<file path="config.mk">
export PLATFORM = sky130hd
export DESIGN_NAME = alu_mac_accumulator
export DESIGN_NICKNAME = d
export VERILOG_FILES = /design/src/rtl/alu_mac_accumulator.sv
export SDC_FILE = /design/constraint.sdc
export NUM_CORES = 1
export LEC_CHECK = 0
export ABC_AREA = 0
export BUFFER_PORTS_ARGS = -buffer_cell sky130_fd_sc_hd__buf_2
export CAP_MARGIN = 0
export CELL_PAD_IN_SITES_DETAIL_PLACEMENT = 1
export CELL_PAD_IN_SITES_GLOBAL_PLACEMENT = 1
export CORE_MARGIN = 4
export CORE_UTILIZATION = 35
export CTS_CLUSTER_DIAMETER = 80
export DETAILED_ROUTE_END_ITERATION = 8
export PLACE_DENSITY = 0.85
export SLEW_MARGIN = 20
export SYNTH_ARGS = -nofsm -noshare
export SYNTH_HDL_FRONTEND = slang
export SYNTH_SLANG_ARGS = --single-unit
</file>
<file path="constraint.sdc">
create_clock -name Clk -period 2.55 [get_ports Clk]
set_input_delay 0.51 -clock Clk [delete_from_list [all_inputs] [get_ports Clk]]
set_output_delay 0.51 -clock Clk [all_outputs]
set_load 0.005 [all_outputs]
</file>
<file path="src/rtl/alu_mac_accumulator.sv">
// Accumulates N ALU results (product or 5-bit sum) into a saturating unsigned Acc.
// Latency: Acc_valid rises the cycle after the Nth term is accepted.
// Backpressure: In_ready only in ACCUM; result held in HOLD until Out_ack.
module alu_mac_accumulator #(
  parameter int ACC_W = 12
) (
  input  logic             Clk,
  input  logic             Rst_n,
  input  logic             Start,
  input  logic [3:0]       Count_len,
  input  logic             Mode,
  input  logic             In_valid,
  output logic             In_ready,
  input  logic [7:0]       Prod,
  input  logic [3:0]       Sum,
  input  logic             Sum_cout,
  output logic [ACC_W-1:0] Acc,
  output logic             Acc_valid,
  input  logic             Out_ack,
  output logic             Overflow,
  output logic             Busy
);

  typedef enum logic [1:0] {
    S_IDLE  = 2'd0,
    S_ACCUM = 2'd1,
    S_HOLD  = 2'd2
  } state_t;

  state_t           state;
  state_t           state_nxt;
  logic [4:0]       remain;      // terms still to accept, 1..16 during ACCUM
  logic             mode_q;      // run mode latched at Start
  logic [ACC_W-1:0] acc_q;
  logic             ovf_q;

  logic             start_ok;
  logic             accept;
  logic             last_term;
  logic [ACC_W-1:0] term;
  logic [ACC_W:0]   sum_full;
  logic             sat;

  // Handshake qualifiers: Start counts only in IDLE, terms only in ACCUM.
  assign start_ok  = (state == S_IDLE) && Start;
  assign accept    = (state == S_ACCUM) && In_valid;
  assign last_term = accept && (remain == 5'd1);

  // Term selection and one-bit-wider add so the carry flags saturation.
  always_comb begin
    term     = mode_q ? ACC_W'({Sum_cout, Sum}) : ACC_W'(Prod);
    sum_full = {1'b0, acc_q} + {1'b0, term};
    sat      = sum_full[ACC_W];
  end

  // State register.
  always_ff @(posedge Clk or negedge Rst_n) begin
    if (!Rst_n) begin
      state <= S_IDLE;
    end else begin
      state <= state_nxt;
    end
  end

  // Next-state decode; Start in ACCUM/HOLD and Out_ack outside HOLD fall through unchanged.
  always_comb begin
    state_nxt = state;
    case (state)
      S_IDLE:  if (start_ok)  state_nxt = S_ACCUM;
      S_ACCUM: if (last_term) state_nxt = S_HOLD;
      S_HOLD:  if (Out_ack)   state_nxt = S_IDLE;
      default: state_nxt = S_IDLE;
    endcase
  end

  // Run setup on Start, then saturating accumulate and countdown on each accepted term.
  always_ff @(posedge Clk or negedge Rst_n) begin
    if (!Rst_n) begin
      acc_q  <= '0;
      ovf_q  <= 1'b0;
      remain <= 5'd0;
      mode_q <= 1'b0;
    end else if (start_ok) begin
      acc_q  <= '0;
      ovf_q  <= 1'b0;
      remain <= (Count_len == 4'd0) ? 5'd16 : {1'b0, Count_len};
      mode_q <= Mode;
    end else if (accept) begin
      acc_q  <= sat ? {ACC_W{1'b1}} : sum_full[ACC_W-1:0];
      ovf_q  <= ovf_q | sat;
      remain <= remain - 5'd1;
    end
  end

  // Status outputs decoded from state alone, so reset clears them immediately.
  always_comb begin
    In_ready  = (state == S_ACCUM);
    Acc_valid = (state == S_HOLD);
    Busy      = (state != S_IDLE);
  end

  assign Acc      = acc_q;
  assign Overflow = ovf_q;

endmodule

</file>
; After elaboration in Yosys (flattened, before gate mapping)
; Index checks and enable logic that the tools add are counted.
[word_totals]
elab_cells = 35
reg_bits = 21
in_bits = 23
[classes]
bitwise = 1
eq_ne = 6
mux = 13
add_sub_neg = 2
n_reduce_logical = 8
[ops]
columns = op, n
row1 = two-way mux 12 bit, 3
row2 = two-way mux 5 bit, 3
row3 = adder 12 x 8 -> 13 bit, 1
row4 = two-way mux 8 bit, 1
row5 = two-way mux 2 bit, 3
row6 = one-hot mux 2 bit (3 select lines), 1
row7 = "equality test 5 x 1 -> 1 bit, second input constant", 1
row8 = "subtractor 5 x 1 -> 5 bit, second input constant", 1
row9 = zero test 4 bit, 1
row10 = "!= test 2 x 1 -> 1 bit, second input constant", 2
row11 = nonzero test 2 bit, 2
row12 = logical AND 1 bit, 3
row13 = AND reduction 3 bit, 1
row14 = "equality test 2 x 1 -> 1 bit, second input constant", 1
row15 = "equality test 2 bit, second input constant", 1
row16 = zero test 2 bit, 1
row17 = two-way mux 1 bit, 2
row18 = "!= test 2 bit, second input constant", 1
row19 = bitwise OR 1 bit, 1

; Logic depth before layout (Yosys ltp)
; Gate-level depths: netlist (run 1).
[logic_depth]
word_depth = 5
mapped_depth = 9
mapped_depth_nobuf = 8

; Least setup slack after synthesis (run 1)
; OpenSTA, ideal clock, no wires.
[synth_path]
kind = register to register
from = register mode_q
to = register acc_q[0] (netlist: Acc[0])
arrival_ps = 2493
path_slack_ps = -69
path_stages_with_launch = 9
setup_ps = 126
path_buffers = 1
period_less_slack_ps = 2619
path_cell_list = dfrtp_1 -> clkbuf_1 -> mux2_2 -> ha_1 -> fa_1 -> a21o_1 -> a221oi_2 -> nor4_4 -> a221o_1
[synth_via]
elab_chain_cells = 5
[synth_lines]
columns = item, line_no
row1 = from (decl), 33  ; logic mode_q;
row2 = from (signal assigned), 87  ; mode_q <= Mode;
row3 = two-way mux 8 bit, 51  ; term = mode_q ? ACC_W'({Sum_cout, Sum}) : ACC_W'(Prod);
row4 = adder 12 x 8 -> 13 bit, 52  ; sum_full = {1'b0, acc_q} + {1'b0, term};
row5 = two-way mux 12 bit, 89  ; acc_q <= sat ? {ACC_W{1'b1}} : sum_full[ACC_W-1:0];
row6 = two-way mux 12 bit, 88  ; end else if (accept) begin
row7 = two-way mux 12 bit, 83  ; end else if (start_ok) begin
row8 = to (signal assigned), 89
row9 = to (decl), 34  ; logic [ACC_W-1:0] acc_q;
; Every way passes these cells. The select of a mux whose other input is x is not followed.
; A chain may end at the register's enable or synchronous reset.

; Final worst setup path (run 1)
[layout_path]
from = register mode_q
to = register acc_q[1] (netlist: Acc[1])
; The elaborated chain is that of the path after synthesis.

==> flow_summary_export.csv, run 1 <==
group,metric,value,unit
status,outcome,"finished, final reports clean",
final_layout,diodes,0,
final_layout,mostFrequentLayoutCells,"buf_2 (38), dfrtp_1 (20), nor2_1 (15), buf_4 (15), nand2_1 (10)",
placement,hpwl,3070,microns
final_layout,area_delta_synth_final,28.1,%
sta,rsz0062_at_grt,"true",
worst_setup_path,path_max_fanout,6,
sta,tightest_slew,0.979,ns
placement,globalplace.congestion,0.792,
route,vias,1367,
route,drt-initial-drc-count,38,
grt,gr-usage-met1,22.2,%
die,initial_utilization,36.4,%
route,wl,4140,microns
sta,hold_violations,0,
synthesis,ys.flop_type,"dfrtp_1",
sta,fin_crit_sh,97.5,%
grt,grt_max_degree,22,
grt,antenna_found_initial,0,
clock_network,cts_tree,"built",
synthesis,yosysWarnings,0,
synthesis,synth-edff-count,0,
sta,finalCriticalPeriod,2.49,ns
final_layout,fin_nets,239,
worst_setup_path,startpoint_type,"register",
final_layout,final_cells,254,
grt,top_usage_layer,"met2",
placement,placedCellCount,244,
final_layout,finalInstanceArea,1870,sq um
die,dieArea,5260,sq um
clock_network,max-clock-path-buffers,2,
synthesis,synthesis.area,1460,sq um
clock_network,worst_skew_pair.late_latency,0.25,ns
die,dieWidth,72.5,microns
grt,grt_use_total,16.1,%
grt,grt_use_met3,2.08,%
synthesis,ys_ff_latch,21,
clock_network,cts_max_level,1,
die,fp-row-count,23,
clock_network,root_buffer,"clkbuf_8",
sta,fmax,402,MHz
clock_network,clock-sinks,21,
grt,overflow,0,
worst_setup_path,arrival,2.62,ns
route,post_drt_wl_per_cell,16.3,microns
die,die_h,72.5,microns
synthesis,synth_cell_type_count,44,
route,viasPerCell,5.38,
grt,grt_use_met2,26.9,%
final_layout,drive_above_1_share,34.8,%
worst_setup_path,worstPathRequired,2.69,ns
power,cellLeakagePower,0.000916,uW
worst_setup_path,path_class,"register to register",
sta,setup_viol,0,
final_layout,fin_util,46.7,%
flow_run,drv_cap,0,
synthesis,synth_nets,187,
worst_setup_path,crit_path_start,"mode_q",
placement,io_buffers,38,
grt,grt_pass1_vias,1414,
worst_hold_path,hold_class,"input pin to asynchronous set/reset pin",
sta,worst_slack,0.0637,ns
placement,place_ws,-0.0397,ns
route,drt-pass1-iter-count,4,
power,power_density,1200,nW/um^2
worst_setup_path,end_kind,"register",
final_layout,final_common_cell,"buf_2",
worst_setup_path,rr_startpoint,"mode_q",
worst_setup_path,ff2ff_path_depth,9,
die,io-pin-count,39,
synthesis,synthArstFlopShare,100,%
route,ant_nets,0,
sta,setup_tns,0,ns
synthesis,synth_cells,153,
synthesis,syn_avg_cell_area,9.53,sq um
die,coreArea,4000,sq um
synthesis,yosysSeqAreaShare,36.1,%
sta,maxSlewViolCount,0,
sta,relSlewSlack,34.5,%
power,irDropWorstVdd,0.371,mV
clock_network,cts-buffers-inserted,3,
sta,worst_clock_skew,0.00161,ns
route,drc,0,
placement,placed_area,1750,sq um
grt,grt_first_pass_wirelength,6760,microns
clock_network,clk_pin_slew,0.08,ns
-- where the power goes --
part | internal (uW) | leakage [uW] | switching (uW) | total [uW]
combinational | 684 | 0.000628 | 697 | 1380
clock | 111 | 0.0000228 | 105 | 216
sequential | 476 | 0.000265 | 173 | 650
-- metal layers --
| metal | routed length [microns] | vias up |
|---|---|---|
| met4 | 25 | 0 |
| met2 | 2010 | 29 |
| met3 | 158 | 2 |
| met1 | 1940 | 666 |
| met5 | 0 | - |
| li1 | - | 670 |
-- critical path, stage by stage, from the launching register on --
cell      delay, ns
dfrtp_2        0.45
mux2_4         0.32
ha_4           0.16
fa_2           0.34
a21o_1         0.19
a221oi_2       0.23
buf_4          0.18
nor4_4         0.05
buf_4          0.17
a221o_1        0.27
-- final timing paths --
| path | end | slack (ns) |
|---|---|---|
| worst max-delay path | Acc[1] | 0.06 |
| worst min-delay path | Acc[11] | 0.21 |
| worst max register to register | Acc[1] | 0.06 |
| worst min register to register | remain[3] | 0.51 |
| max in group asynchronous | mode_q | 1.98 |
| min in group Clk | state[1] | 0.42 |
-- layout make-up --
class	instances	area [sq um]
Multi-Input combinational cell	119	903
Inverter	7	26.3
Tap cell	50	62.6
Timing Repair Buffer	53	303
Fill cell	471	2130
Sequential cell	21	527
Clock buffer	4	45.0
-- what timing repair did --
action	4_1_cts	5_1_grt
endpoints found under the hold margin	0	0
setup buffers	0	7
setup endpoints to repair	6	9
hold buffers	0	0
resized for setup	1	7
pin swaps	0	3
-- cell families (layout without fill, tap and decap cells) --
kind of cell,after synthesis,count (layout),share of synthesized area [%]
and+or+nand+nor,56,56,21.2
xor gates and xnor gates,6,6,3.61
AOI/OAI and AO/OA,40,40,20.9
buffers and inverters,13,64,3.69
DFF,21,21,36.1
muxes,6,6,4.55
adders and majority gates,11,11,9.96
-- state kept, by name, summed over array words and instances, names as in the netlist --
| name | cells |
|---|---|
| state | 2 |
| mode_q | 1 |
| Acc | 12 |
| remain | 5 |
| Overflow | 1 |
-- synthesized netlist by cell type, types with 4 or more instances --
| master | count | share of area, % |
|---|---|---|
| nand3_1 | 4 | 1.4 |
| clkbuf_1 | 4 | 1.0 |
| o21ai_0 | 5 | 1.7 |
| inv_1 | 6 | 1.5 |
| nor2_1 | 16 | 4.1 |
| and3_1 | 4 | 1.7 |
| mux2_2 | 5 | 3.9 |
| dfrtp_1 | 21 | 36 |
| nor2b_1 | 5 | 2.1 |
| a21oi_1 | 8 | 2.7 |
| a221o_1 | 8 | 5.5 |
| nor3_1 | 4 | 1.4 |
| nand2_1 | 10 | 2.6 |
| ha_1 | 10 | 8.6 |
-- metrics by stage --
step / hold WS [ns] / total power [uW]
global placement: 0.496 / 1880
CTS: 0.223 / 2170
global route: 0.240 / 2450
floorplan: 0.214 / 1480
detailed placement: 0.502 / 1940
finish: 0.210 / 2250
(Power assumes the default switching activity.)
==> inputs of run 2 (changes only) <==
CORE_MARGIN = 3   (was 4)
==> run 2 against run 1 <==
Net effect: worst setup slack gained 0.038 ns; register-to-register slack improved by 0.04 ns; fmax up 1.6%; combinational power fell by 3%; first-iteration DRC count is 18% higher; clock-buffer cell count fell by 1.
==> flow_summary_export.csv, run 2 (same netlist as run 1, synthesis figures left out) <==
group,metric,value,unit
status,outcome,"finished, final reports clean",
power,power_density,1190,nW/um^2
die,dieWidth,70.5,microns
grt,grt_max_degree,22,
sta,holdWs,0.202,ns
sta,maxSlewViolCount,0,
grt,overflow,0,
clock_network,cts_max_level,1,
worst_setup_path,path_class,"register to register",
route,drc,0,
final_layout,num-fill-cells,464,
die,coreArea,3830,sq um
final_layout,diodes,0,
final_layout,mostFrequentLayoutCells,"buf_2 (38), dfrtp_1 (20), nor2_1 (15), buf_4 (11), nand2_1 (10)",
sta,worst_clock_skew,0.00219,ns
placement,globalplace.congestion,0.843,
final_layout,fin_util,48.2,%
final_layout,area_delta_synth_final,26.4,%
route,viasPerCell,5.53,
worst_setup_path,end_kind,"register",
sta,setup_viol,0,
sta,tightest_slew,0.860,ns
route,drt-initial-drc-count,45,
die,dieArea,4980,sq um
route,post_drt_wl_per_cell,15.9,microns
power,cellLeakagePower,0.000905,uW
sta,relSlewSlack,42.5,%
worst_setup_path,startpoint_type,"register",
clock_network,worst_skew_pair.late_latency,0.25,ns
grt,grt_first_pass_wirelength,6690,microns
die,io-pin-count,39,
sta,hold_violations,0,
route,drt-pass1-iter-count,4,
die,die_h,70.5,microns
clock_network,cts_tree,"built",
sta,fmax,408,MHz
clock_network,clk_pin_slew,0.08,ns
route,vias,1377,
worst_hold_path,hold_class,"input pin to asynchronous set/reset pin",
clock_network,postCtsHoldBufs,0,
clock_network,cts-buffers-inserted,3,
die,initial_utilization,38.1,%
worst_setup_path,path_max_fanout,5,
sta,fin_crit_sh,96.0,%
grt,grt_pass1_vias,1406,
final_layout,final_common_cell,"buf_2",
final_layout,drive_above_1_share,33.8,%
flow_run,drv_cap,0,
placement,hpwl,3100,microns
placement,io_buffers,38,
sta,finalCriticalPeriod,2.45,ns
final_layout,fin_nets,236,
route,ant_nets,0,
die,fp-row-count,22,
grt,antenna_found_initial,0,
grt,grt_use_total,16.2,%
clock_network,max-clock-path-buffers,2,
power,irDropWorstVdd,0.420,mV
worst_setup_path,worstPathRequired,2.69,ns
worst_setup_path,arrival,2.59,ns
final_layout,largest_register_ffs,12,
worst_setup_path,reg2reg_setup_slack,0.10,ns
clock_network,clock-sinks,21,
route,wl,3950,microns
clock_network,root_buffer,"clkbuf_8",
## run 2: changes by cell type in the layout (fill, tap and decap cells not counted), sizes merged
cell    change
buf         -3
clkbuf      -1
clkinv      +1
## run 2: worst max-delay path: stages, from the launching register on
cell and delay [ns]:
dfrtp_2 0.45, mux2_4 0.32, ha_4 0.17, fa_2 0.36, a21o_1 0.19, a221oi_2 0.21
buf_4 0.17, nor4_4 0.05, buf_4 0.16, a221o_1 0.26
## run 2: final timing paths
| check | start | endpoint | depth (start not counted) |
|---|---|---|---|
| worst max-delay path | mode_q | Acc[3] | 9 |
| worst max register to register | mode_q | Acc[3] | 9 |
| worst min-delay path | Rst_n | Acc[8] | 1 |
| worst min register to register | Overflow | Overflow | 2 |
| min in group Clk | Out_ack | state[1] | 2 |
| max in group asynchronous | Rst_n | mode_q | 1 |
## run 2: layout make-up
type	count	area [sq um]	area share (%)
sequential	21	527	28.6
clock buffer	3	41.3	2.24
tap	48	60.1	3.26
timing repair buffer	50	284	15.4
inverter	7	26.3	1.43
clock inverter	1	5.00	0.272
multi-input combinational	119	900	48.8
## run 2: what timing repair did
item	4_1_cts	5_1_grt
gates resized for setup	0	8
endpoints found under the setup margin	0	11
buffers inserted	0	4
## run 2: routing by layer
metal  vias to the layer above  wire length [microns]  global-route usage [%]
li1                        663                      -                       -
met1                       683                   1830                    21.5
met2                        29                   1910                    28.1
met5                         -                      0                       0
met4                         0                     16                    3.13
met3                         2                    193                    2.56
## run 2: through the flow
step,power (uW),instances,TNS [ns],area (sq um),worst slack [ns]
after CTS,2160,245,0,1790,0.0349
final,2200,249,0,1840,0.102
after global placement,1870,241,0,1740,0.0116
after detailed placement,1930,241,-0.314,1740,-0.0601
after floorplan,1480,153,0,1460,0.0450
after global routing,2420,249,-0.00522,1840,-0.00414
## run 2: power breakdown
group	switching [uW]	internal [uW]	total, uW
clock	109	109	217
sequential	170	476	646
combinational	668	670	1340
total	946	1250	2200
